File: src/rtl/infer_sequencer.sv
// Periodic inference scheduler: samples a GRID x GRID pixel lattice from the frame buffer,
// runs the CNN, and forwards the one-hot verdict to the inter-board messenger.
module infer_sequencer #(
  parameter int GRID        = 25,
  parameter int ROW_STRIDE  = 9,
  parameter int COL_STRIDE  = 12,
  parameter int LINE_W      = 320,
  parameter int PERIOD      = 100_000_000,
  parameter int RD_LAT      = 2,
  parameter int CNN_TIMEOUT = 1_000_000
) (
  input  logic        clk,
  input  logic        rst_n,
  input  logic        enable,
  output logic [16:0] fb_raddr,
  input  logic [11:0] fb_rdata,
  output logic        smp_we,
  output logic [9:0]  smp_idx,
  output logic [11:0] smp_data,
  output logic        cnn_start,
  input  logic        cnn_finish,
  input  logic [3:0]  cnn_class,
  output logic [7:0]  msg_in,
  output logic        msg_request,
  input  logic        msg_done,
  output logic        busy,
  output logic        err_overrun,
  output logic        err_timeout,
  output logic        err_class,
  output logic [7:0]  frame_cnt
);

  localparam logic [2:0] S_IDLE     = 3'd0;
  localparam logic [2:0] S_SAMPLE   = 3'd1;
  localparam logic [2:0] S_DRAIN    = 3'd2;
  localparam logic [2:0] S_START    = 3'd3;
  localparam logic [2:0] S_WAIT_CNN = 3'd4;
  localparam logic [2:0] S_SEND     = 3'd5;
  localparam logic [2:0] S_WAIT_ACK = 3'd6;

  localparam int TICK_W = $clog2(PERIOD + 1);
  localparam int TO_W   = $clog2(CNN_TIMEOUT + 1);
  localparam int COL_W  = $clog2(GRID + 1);
  localparam int NSMP   = GRID * GRID;
  localparam logic [16:0] ROW_STEP = 17'(ROW_STRIDE * LINE_W);
  localparam logic [16:0] COL_STEP = 17'(COL_STRIDE);

  logic [2:0]        state;
  logic [TICK_W-1:0] tick_cnt;
  logic              tick;
  logic [TO_W-1:0]   to_cnt;
  logic [COL_W-1:0]  col_cnt;
  logic [9:0]        smp_cnt;
  logic [16:0]       row_base;
  logic [16:0]       col_off;
  logic [16:0]       col_off_nxt;
  logic              issue;
  logic              drain_busy;

  logic [RD_LAT-1:0] vld_p;
  logic [9:0]        idx_p [RD_LAT];

  assign tick = enable && (tick_cnt == TICK_W'(PERIOD - 1));

  always_ff @(posedge clk) begin
    if (!rst_n || !enable) begin
      tick_cnt <= '0;
    end else if (tick) begin
      tick_cnt <= '0;
    end else begin
      tick_cnt <= tick_cnt + 1'b1;
    end
  end

  assign issue       = (state == S_SAMPLE);
  assign col_off_nxt = col_off + COL_STEP;

  // Return pipeline: valid/index travel alongside the frame buffer read latency
  always_ff @(posedge clk) begin
    if (!rst_n) begin
      vld_p <= '0;
    end else begin
      vld_p[0] <= issue;
      for (int i = 1; i < RD_LAT; i++) vld_p[i] <= vld_p[i-1];
    end
  end

  always_ff @(posedge clk) begin
    idx_p[0] <= smp_cnt;
    for (int i = 1; i < RD_LAT; i++) idx_p[i] <= idx_p[i-1];
  end

  // Drain is complete once only the final stage (if anything) still holds a sample
  always_comb begin
    drain_busy = 1'b0;
    for (int i = 0; i < RD_LAT - 1; i++) drain_busy = drain_busy | vld_p[i];
  end

  assign smp_we   = vld_p[RD_LAT-1];
  assign smp_idx  = vld_p[RD_LAT-1] ? idx_p[RD_LAT-1] : 10'd0;
  assign smp_data = vld_p[RD_LAT-1] ? fb_rdata : 12'd0;

  always_ff @(posedge clk) begin
    if (!rst_n) begin
      state       <= S_IDLE;
      col_cnt     <= '0;
      smp_cnt     <= '0;
      row_base    <= '0;
      col_off     <= '0;
      fb_raddr    <= '0;
      to_cnt      <= '0;
      msg_in      <= '0;
      frame_cnt   <= '0;
      err_overrun <= 1'b0;
      err_timeout <= 1'b0;
      err_class   <= 1'b0;
    end else begin
      if (tick && state != S_IDLE) err_overrun <= 1'b1;
      case (state)
        S_IDLE: begin
          if (tick) begin
            state    <= S_SAMPLE;
            col_cnt  <= '0;
            smp_cnt  <= '0;
            row_base <= '0;
            col_off  <= '0;
            fb_raddr <= '0;
          end
        end
        S_SAMPLE: begin
          smp_cnt <= smp_cnt + 10'd1;
          if (smp_cnt == 10'(NSMP - 1)) begin
            state <= S_DRAIN;
          end else if (col_cnt == COL_W'(GRID - 1)) begin
            col_cnt  <= '0;
            col_off  <= '0;
            row_base <= row_base + ROW_STEP;
            fb_raddr <= row_base + ROW_STEP;
          end else begin
            col_cnt  <= col_cnt + 1'b1;
            col_off  <= col_off_nxt;
            fb_raddr <= row_base + col_off_nxt;
          end
        end
        S_DRAIN: begin
          if (!drain_busy) state <= S_START;
        end
        S_START: begin
          to_cnt <= '0;
          state  <= S_WAIT_CNN;
        end
        S_WAIT_CNN: begin
          if (cnn_finish) begin
            if (cnn_class[3]) begin
              err_class <= 1'b1;
              frame_cnt <= frame_cnt + 8'd1;
              state     <= S_IDLE;
            end else begin
              msg_in <= 8'd1 << cnn_class[2:0];
              state  <= S_SEND;
            end
          end else if (to_cnt == TO_W'(CNN_TIMEOUT - 1)) begin
            err_timeout <= 1'b1;
            state       <= S_IDLE;
          end else begin
            to_cnt <= to_cnt + 1'b1;
          end
        end
        S_SEND: begin
          state <= S_WAIT_ACK;
        end
        S_WAIT_ACK: begin
          if (msg_done) begin
            frame_cnt <= frame_cnt + 8'd1;
            state     <= S_IDLE;
          end
        end
        default: state <= S_IDLE;
      endcase
    end
  end

  assign busy        = (state != S_IDLE);
  assign cnn_start   = (state == S_START);
  assign msg_request = (state == S_SEND);

endmodule

File: config.mk
export PLATFORM = sky130hd
export DESIGN_NAME = infer_sequencer
export DESIGN_NICKNAME = d
export VERILOG_FILES = /design/src/rtl/infer_sequencer.sv
export SDC_FILE = /design/constraint.sdc
export NUM_CORES = 1
export LEC_CHECK = 0
export CAP_MARGIN = 0
export CELL_PAD_IN_SITES_DETAIL_PLACEMENT = 0
export CELL_PAD_IN_SITES_GLOBAL_PLACEMENT = 1
export CORE_MARGIN = 3
export CORE_UTILIZATION = 47
export CTS_BUF_LIST = sky130_fd_sc_hd__clkbuf_4
export DETAILED_ROUTE_END_ITERATION = 6
export GPL_TIMING_DRIVEN = 0
export PLACE_DENSITY = 0.93
export SLEW_MARGIN = 20
export SYNTH_ARGS = -nofsm -noshare
export SYNTH_HDL_FRONTEND = slang
export SYNTH_SLANG_ARGS = --single-unit
File: constraint.sdc
create_clock -name clk -period 5.4 [get_ports clk]
set_clock_uncertainty 0.2 [all_clocks]
set_input_delay 1.35 -clock clk [delete_from_list [all_inputs] [get_ports clk]]
set_output_delay 1.35 -clock clk [all_outputs]
set_load 0.05 [all_outputs]
==> results of run 1 <==
==> cell type report <==
cell class              count  area, µm²
plain buffers              32        155
clock buffers              18        135
clock inverters            13        254
fillers                  1313       5820
inverters                  21       78.8
multi-input cells         606       3690
flip-flops and latches    149       2980
well taps                 180        225
repair buffers             81        811
==> where the power goes <==
part,total [µW],switching [µW],internal [µW],leakage [µW]
registers,1160,31.2,1130,0.00120
logic,458,318,140,0.00163
clock network,908,398,510,0.000202
total,2530,747,1780,0.00303
==> cells in the final DEF, fill, tap and decap left out, drive strengths merged, types with 6 or more instances in the layout <==
master,synthesis,layout
a2111oi,7,7
a21o,7,7
a21oi,52,52
a31oi,15,15
and2,31,31
and3,8,8
and4,9,9
buf,13,13
bufinv,0,7
clkbuf,19,37
clkdlybuf4s50,0,81
dfxtp,149,149
ha,19,19
inv,21,22
nand2,62,62
nand3,43,43
nand4,18,18
nor2,128,128
nor3,19,19
nor4,6,6
o21ai,32,32
or3,6,6
xnor2,52,52
xor2,28,28
==> how the worst max path moves through the flow <==
stage,end,startpoint,depth (start not counted)
2_1_floorplan,smp_data[0],fb_rdata[0],1
3_3_place_gp,smp_data[5],fb_rdata[5],3
3_5_place_dp,smp_data[9],fb_rdata[9],3
4_1_cts,smp_data[9],fb_rdata[9],3
5_1_grt,smp_data[0],fb_rdata[0],3
6_report,smp_data[9],fb_rdata[9],3
==> worst max-delay path, stage by stage <==
cell and delay (ns):
clkdlybuf4s50_1 0.44, and2_1 0.12, clkdlybuf4s50_1 0.81
==> state kept, by name, summed over array words and instances (netlist names) <==
| name | count |
|---|---|
| to_cnt | 20 |
| smp_cnt | 10 |
| frame_cnt | 8 |
| err_timeout | 1 |
| fb_raddr | 17 |
| err_class | 1 |
| tick_cnt | 27 |
| state | 3 |
| msg_in | 8 |
| col_cnt | 5 |
| row_base | 11 |
| vld_p | 2 |
| err_overrun | 1 |
| idx_p | 20 |
| col_off | 15 |
==> cell families after synthesis <==
group | count (synthesis) | synth area share, %
AND/OR/NAND/NOR | 359 | 26.0
flip-flops | 149 | 43.2
AO/OA/AOI/OAI | 143 | 13.1
XOR/XNOR | 80 | 10.1
buffers and inverters | 53 | 3.39
adder cells (fa/ha/maj) | 19 | 3.44
multiplexers | 5 | 0.725
==> cell usage after synthesis (9+ instances only) <==
cell type	instances	area [µm²]
nand4_1	17	106
nor2_1	126	473
nand2_1	62	233
and2_1	31	194
clkbuf_1	18	67.6
inv_1	21	78.8
a31oi_1	15	93.8
ha_1	19	238
a21oi_1	51	255
dfxtp_1	149	2980
nand3_1	42	210
xnor2_1	52	455
and4_1	9	78.8
o21ai_0	28	140
nor3_1	18	90.1
xor2_1	28	245
==> routing by layer <==
metal  track usage [%]  part of all wire (%)  up-vias
li1                  -                     -     3013
met1              27.2                    48     2742
met2              31.0                    46      108
met3              3.68                   3.9       16
met4              7.63                   1.4        0
met5                 0                     0        -
==> metrics by stage <==
step                      util [%]  instances  worst slack, ns  power, µW
after global routing          58.9       1100             1.08       2650
final                         58.9       1100             1.13       2530
after CTS                     58.9       1100             1.12       2550
after detailed placement      56.1       1069             1.12       1650
after global placement        56.1       1069             1.13       1640
after floorplan                  -        808             2.09       1490
==> results.json, run 1 <==
{
  "max_freq_mhz": 234,
  "die_h_um": 127,
  "synthDistinctLibCells": 63,
  "r2r-end": "fb_raddr[15]",
  "drive_above_1_share_pct": 6.63,
  "fin_setup_tns_ns": 0,
  "netlist_instances": 808,
  "die_area_um2": 16200,
  "cts_buffers": 17,
  "p_leak_uw": 0.00303,
  "worstHoldEndpoint": "idx_p[0][17]",
  "worst_pin_slew_ns": 0.709,
  "cts_sinks": 149,
  "vias_per_cell": 5.34,
  "insertion_delay_ns": 0.57,
  "cts_hold_buf": 0,
  "maxCapViolCount": 0,
  "slew-limit-headroom_pct": 52.7,
  "num_rows": 43,
  "die_x_um": 127,
  "drtAntennaViolNets": 0,
  "htreeDepth": 4,
  "grt_pass1_wl_um": 26000,
  "grt_max_degree": 17,
  "gp_congestion": 0.829,
  "slew_violations": 0,
  "p_per_area_nw_per_um2": 304,
  "worstPathArrival_ns": 2.72,
  "antenna_cells": 0,
  "rrSetupSlack_ns": 1.99,
  "port_buffers": 81,
  "totalWireLength_um": 15600,
  "worstPathRequired_ns": 3.85,
  "r2r_cells": 13,
  "hold_viol": 0,
  "io_pins": 83,
  "synth_nets": 848,
  "min_period_over_period_pct": 79.1,
  "start_util_pct": 48.8,
  "overflow": 0,
  "synth_edf_count": 0,
  "clockRootBuffer": "clkbuf_4",
  "r2r_start": "col_off[2]",
  "status": "complete, no violations",
  "antenna_found_initial": 0,
  "syn_area_per_cell_um2": 8.55,
  "nets": 948,
  "drt_first_pass_iters": 5,
  "fin_hold_ws_ns": 0.139,
  "cts_buffer_depth": 2,
  "drt-initial-drc-count": 399,
  "worstSetupEndpointType": "output pin",
  "rsz0062_at_grt": "false",
  "place_area_um2": 7940,
  "grt.total_usage_pct": 19.8,
  "start_kind": "primary input",
  "hold_start": "idx_p[0][7]",
  "vdd_drop_max_mv": 0.295,
  "areaGrowthSynthToFinish_pct": 20.6,
  "cts_tree": "done",
  "synth_seq_cells": 149,
  "grt_pass1_vias": 5407,
  "crit_path_max_fanout": 1,
  "yosysWarnings": 0,
  "final_area_um2": 8330,
  "setup_viol": 0,
  "crit_type": "primary input to output pin",
  "ys_seq_area_share_pct": 43.2,
  "wl_per_cell_um": 14.2,
  "drc": 0,
  "min_path_cells": 0,
  "hpwl_um": 11400,
  "hold_class": "register to register",
  "period_needed_ns": 4.27,
  "async_reset_ff_share_pct": 0,
  "post_cts_resized": 0,
  "yosys_most_used_dff": "dfxtp_1",
  "coreArea_um2": 14100,
  "num_vias": 5879,
  "syn-cell-area_um2": 6910,
  "cts_setup_buffers": 0,
  "clkTransAtPathRegs_ns": 0.12
}
Note: power is estimated with default switching activity, not from simulation.
==> inputs of run 2 (changes only) <==
- CORE_UTILIZATION: 47 -> 39
- PLACE_DENSITY: 0.93 -> 0.83
- clock period: 5.4 -> 3.73 ns (I/O delays scaled with it)
==> results.json, run 2 (synthesis gave the netlist of run 1 again) <==
{
  "htreeDepth": 4,
  "power_frac_seq_pct": 49.2,
  "port_buffers": 81,
  "coreArea_um2": 17300,
  "crit_family": "buffers and inverters",
  "final_common_cell": "dfxtp_1",
  "crit_type": "register to output pin",
  "cts_buffers": 17,
  "areaGrowthSynthToFinish_pct": 20.3,
  "crit_buf_inv": 3,
  "wl_met2_um": 7290,
  "grt_pass1_wl_um": 27300,
  "period_needed_ns": 3.52,
  "dp_cells": 1114,
  "totalWireLength_um": 16100,
  "gp_congestion": 0.835,
  "clkTransAtPathRegs_ns": 0.13,
  "nets": 948,
  "start_util_pct": 39.9,
  "p_leak_uw": 0.00301,
  "fin_setup_tns_ns": 0,
  "crit_path_max_fanout": 9,
  "max_freq_mhz": 284,
  "worstPathRequired_ns": 2.60,
  "cts_hold_buf": 0,
  "cts_setup_buffers": 0,
  "min_period_over_period_pct": 94.4,
  "io_pins": 83,
  "worstPathArrival_ns": 2.39,
  "antenna_found_initial": 0,
  "pwr-share-comb_pct": 19.3,
  "slew_violations": 0,
  "p_sw_share_pct": 32.6,
  "grt_max_degree": 17,
  "hold_class": "register to register",
  "wl_per_cell_um": 14.0,
  "cts_tree": "done",
  "setup_viol": 0,
  "reg_top3": "tick_cnt: 27 flops, idx_p: 20 flops, to_cnt: 20 flops",
  "drive_above_1_share_pct": 6.52,
  "final_cell_mix": "dfxtp_1, nor2_1, clkdlybuf4s50_1, nand2_1, xnor2_1",
  "drt_first_pass_iters": 4,
  "fin_hold_ws_ns": 0.140,
  "p_per_area_nw_per_um2": 413,
  "die_x_um": 139,
  "vias_per_cell": 5.07,
  "clkPwrFrac_pct": 31.4,
  "cts_sinks": 149,
  "cpPeakStageDelay_ns": 0.75,
  "hold_viol": 0,
  "insertion_delay_ns": 0.57,
  "clockRootBuffer": "clkbuf_4",
  "final_cells": 1145,
  "rrSetupSlack_ns": 0.37,
  "regMostFlops": "tick_cnt",
  "post_cts_resized": 1,
  "internal_power_uw": 2310,
  "largest_reg_flops": 27,
  "worstSetupEndpointType": "output pin",
  "top_layer_used": "met4",
  "num_vias": 5800,
  "start_kind": "register",
  "drc": 0,
  "antenna_cells": 0,
  "path_cells": "buf_4, nor3_2, inv_1, clkdlybuf4s50_1",
  "grt_pass1_vias": 5408,
  "num_rows": 48,
  "cts_buffer_depth": 2,
  "worst_pin_slew_ns": 0.706,
  "overflow": 0,
  "hpwl_um": 11800,
  "wl_met1_um": 8070,
  "drtAntennaViolNets": 0,
  "slew-limit-headroom_pct": 52.9,
  "vdd_drop_max_mv": 0.266,
  "drt-initial-drc-count": 405,
  "switchingPower_uw": 1120,
  "die_area_um2": 19300,
  "crit_path_top_delay_cell": "clkdlybuf4s50_1",
  "rsz0062_at_grt": "false",
  "wl_met3_um": 608,
  "maxCapViolCount": 0,
  "grt.total_usage_pct": 16.9,
  "die_h_um": 139,
  "status": "complete, no violations"
}
run 2: cell types whose count changed in the layout (fill, tap and decap cells not counted), moves of 2 or more:
cell / before / now
bufinv_16: 7 / 3
clkinv_1: 0 / 2
inv_6: 1 / 5
clkinv_2: 2 / 0
run 2: layout make-up:
cell class,count,area [µm²]
inverters,21,78.8
multi-input cells,606,3690
flip-flops and latches,149,2980
fillers,1742,8990
well taps,225,282
clock inverters,14,174
clock buffers,17,128
plain buffers,32,155
repair buffers,81,813
run 2: path summary, 6_finish.rpt:
path / end / depth (start not counted) / startpoint
hold / removal: idx_p[0][10] / 0 / idx_p[0][0]
setup reg to reg: fb_raddr[16] / 12 / col_off[6]
setup / recovery: busy / 4 / state[2]
hold reg to reg: idx_p[0][10] / 0 / idx_p[0][0]
run 2: metal layers:
| metal | GRT usage, % | vias up |
|---|---|---|
| li1 | - | 3023 |
| met5 | 0 | - |
| met4 | 5.10 | 0 |
| met3 | 3.62 | 10 |
| met1 | 23.2 | 2679 |
| met2 | 26.9 | 88 |
run 2: power groups by stage:
stage | sequential, µW | combinational (µW) | clock (µW)
after floorplan | 1740 | 423 | 0
after global placement | 1720 | 665 | 0
after detailed placement | 1720 | 666 | 0
after CTS | 1690 | 671 | 1130
after global routing | 1690 | 732 | 1190
final | 1690 | 663 | 1080
run 2: through the flow:
step	cell area (µm²)	util [%]	power (µW)	worst slack [ns]
2_1_floorplan	6910	-	2160	0.712
3_3_place_gp	8000	46.2	2380	0.298
3_5_place_dp	8000	46.2	2390	0.281
4_1_cts	8300	48.0	3490	0.0514
5_1_grt	8310	48.0	3610	0.0937
6_report	8310	48.0	3430	0.210
run 2: worst register-to-register path: stages (launching register included):
cell and delay [ns]:
dfxtp_1 0.47, o2111ai_1 0.26, or2_2 0.35, clkbuf_1 0.18
nor2_1 0.17, xor2_1 0.23, ha_1 0.31, o21ai_0 0.18
nor2_1 0.09, and2_1 0.20, a311oi_1 0.33, xnor2_1 0.11
a22o_1 0.19
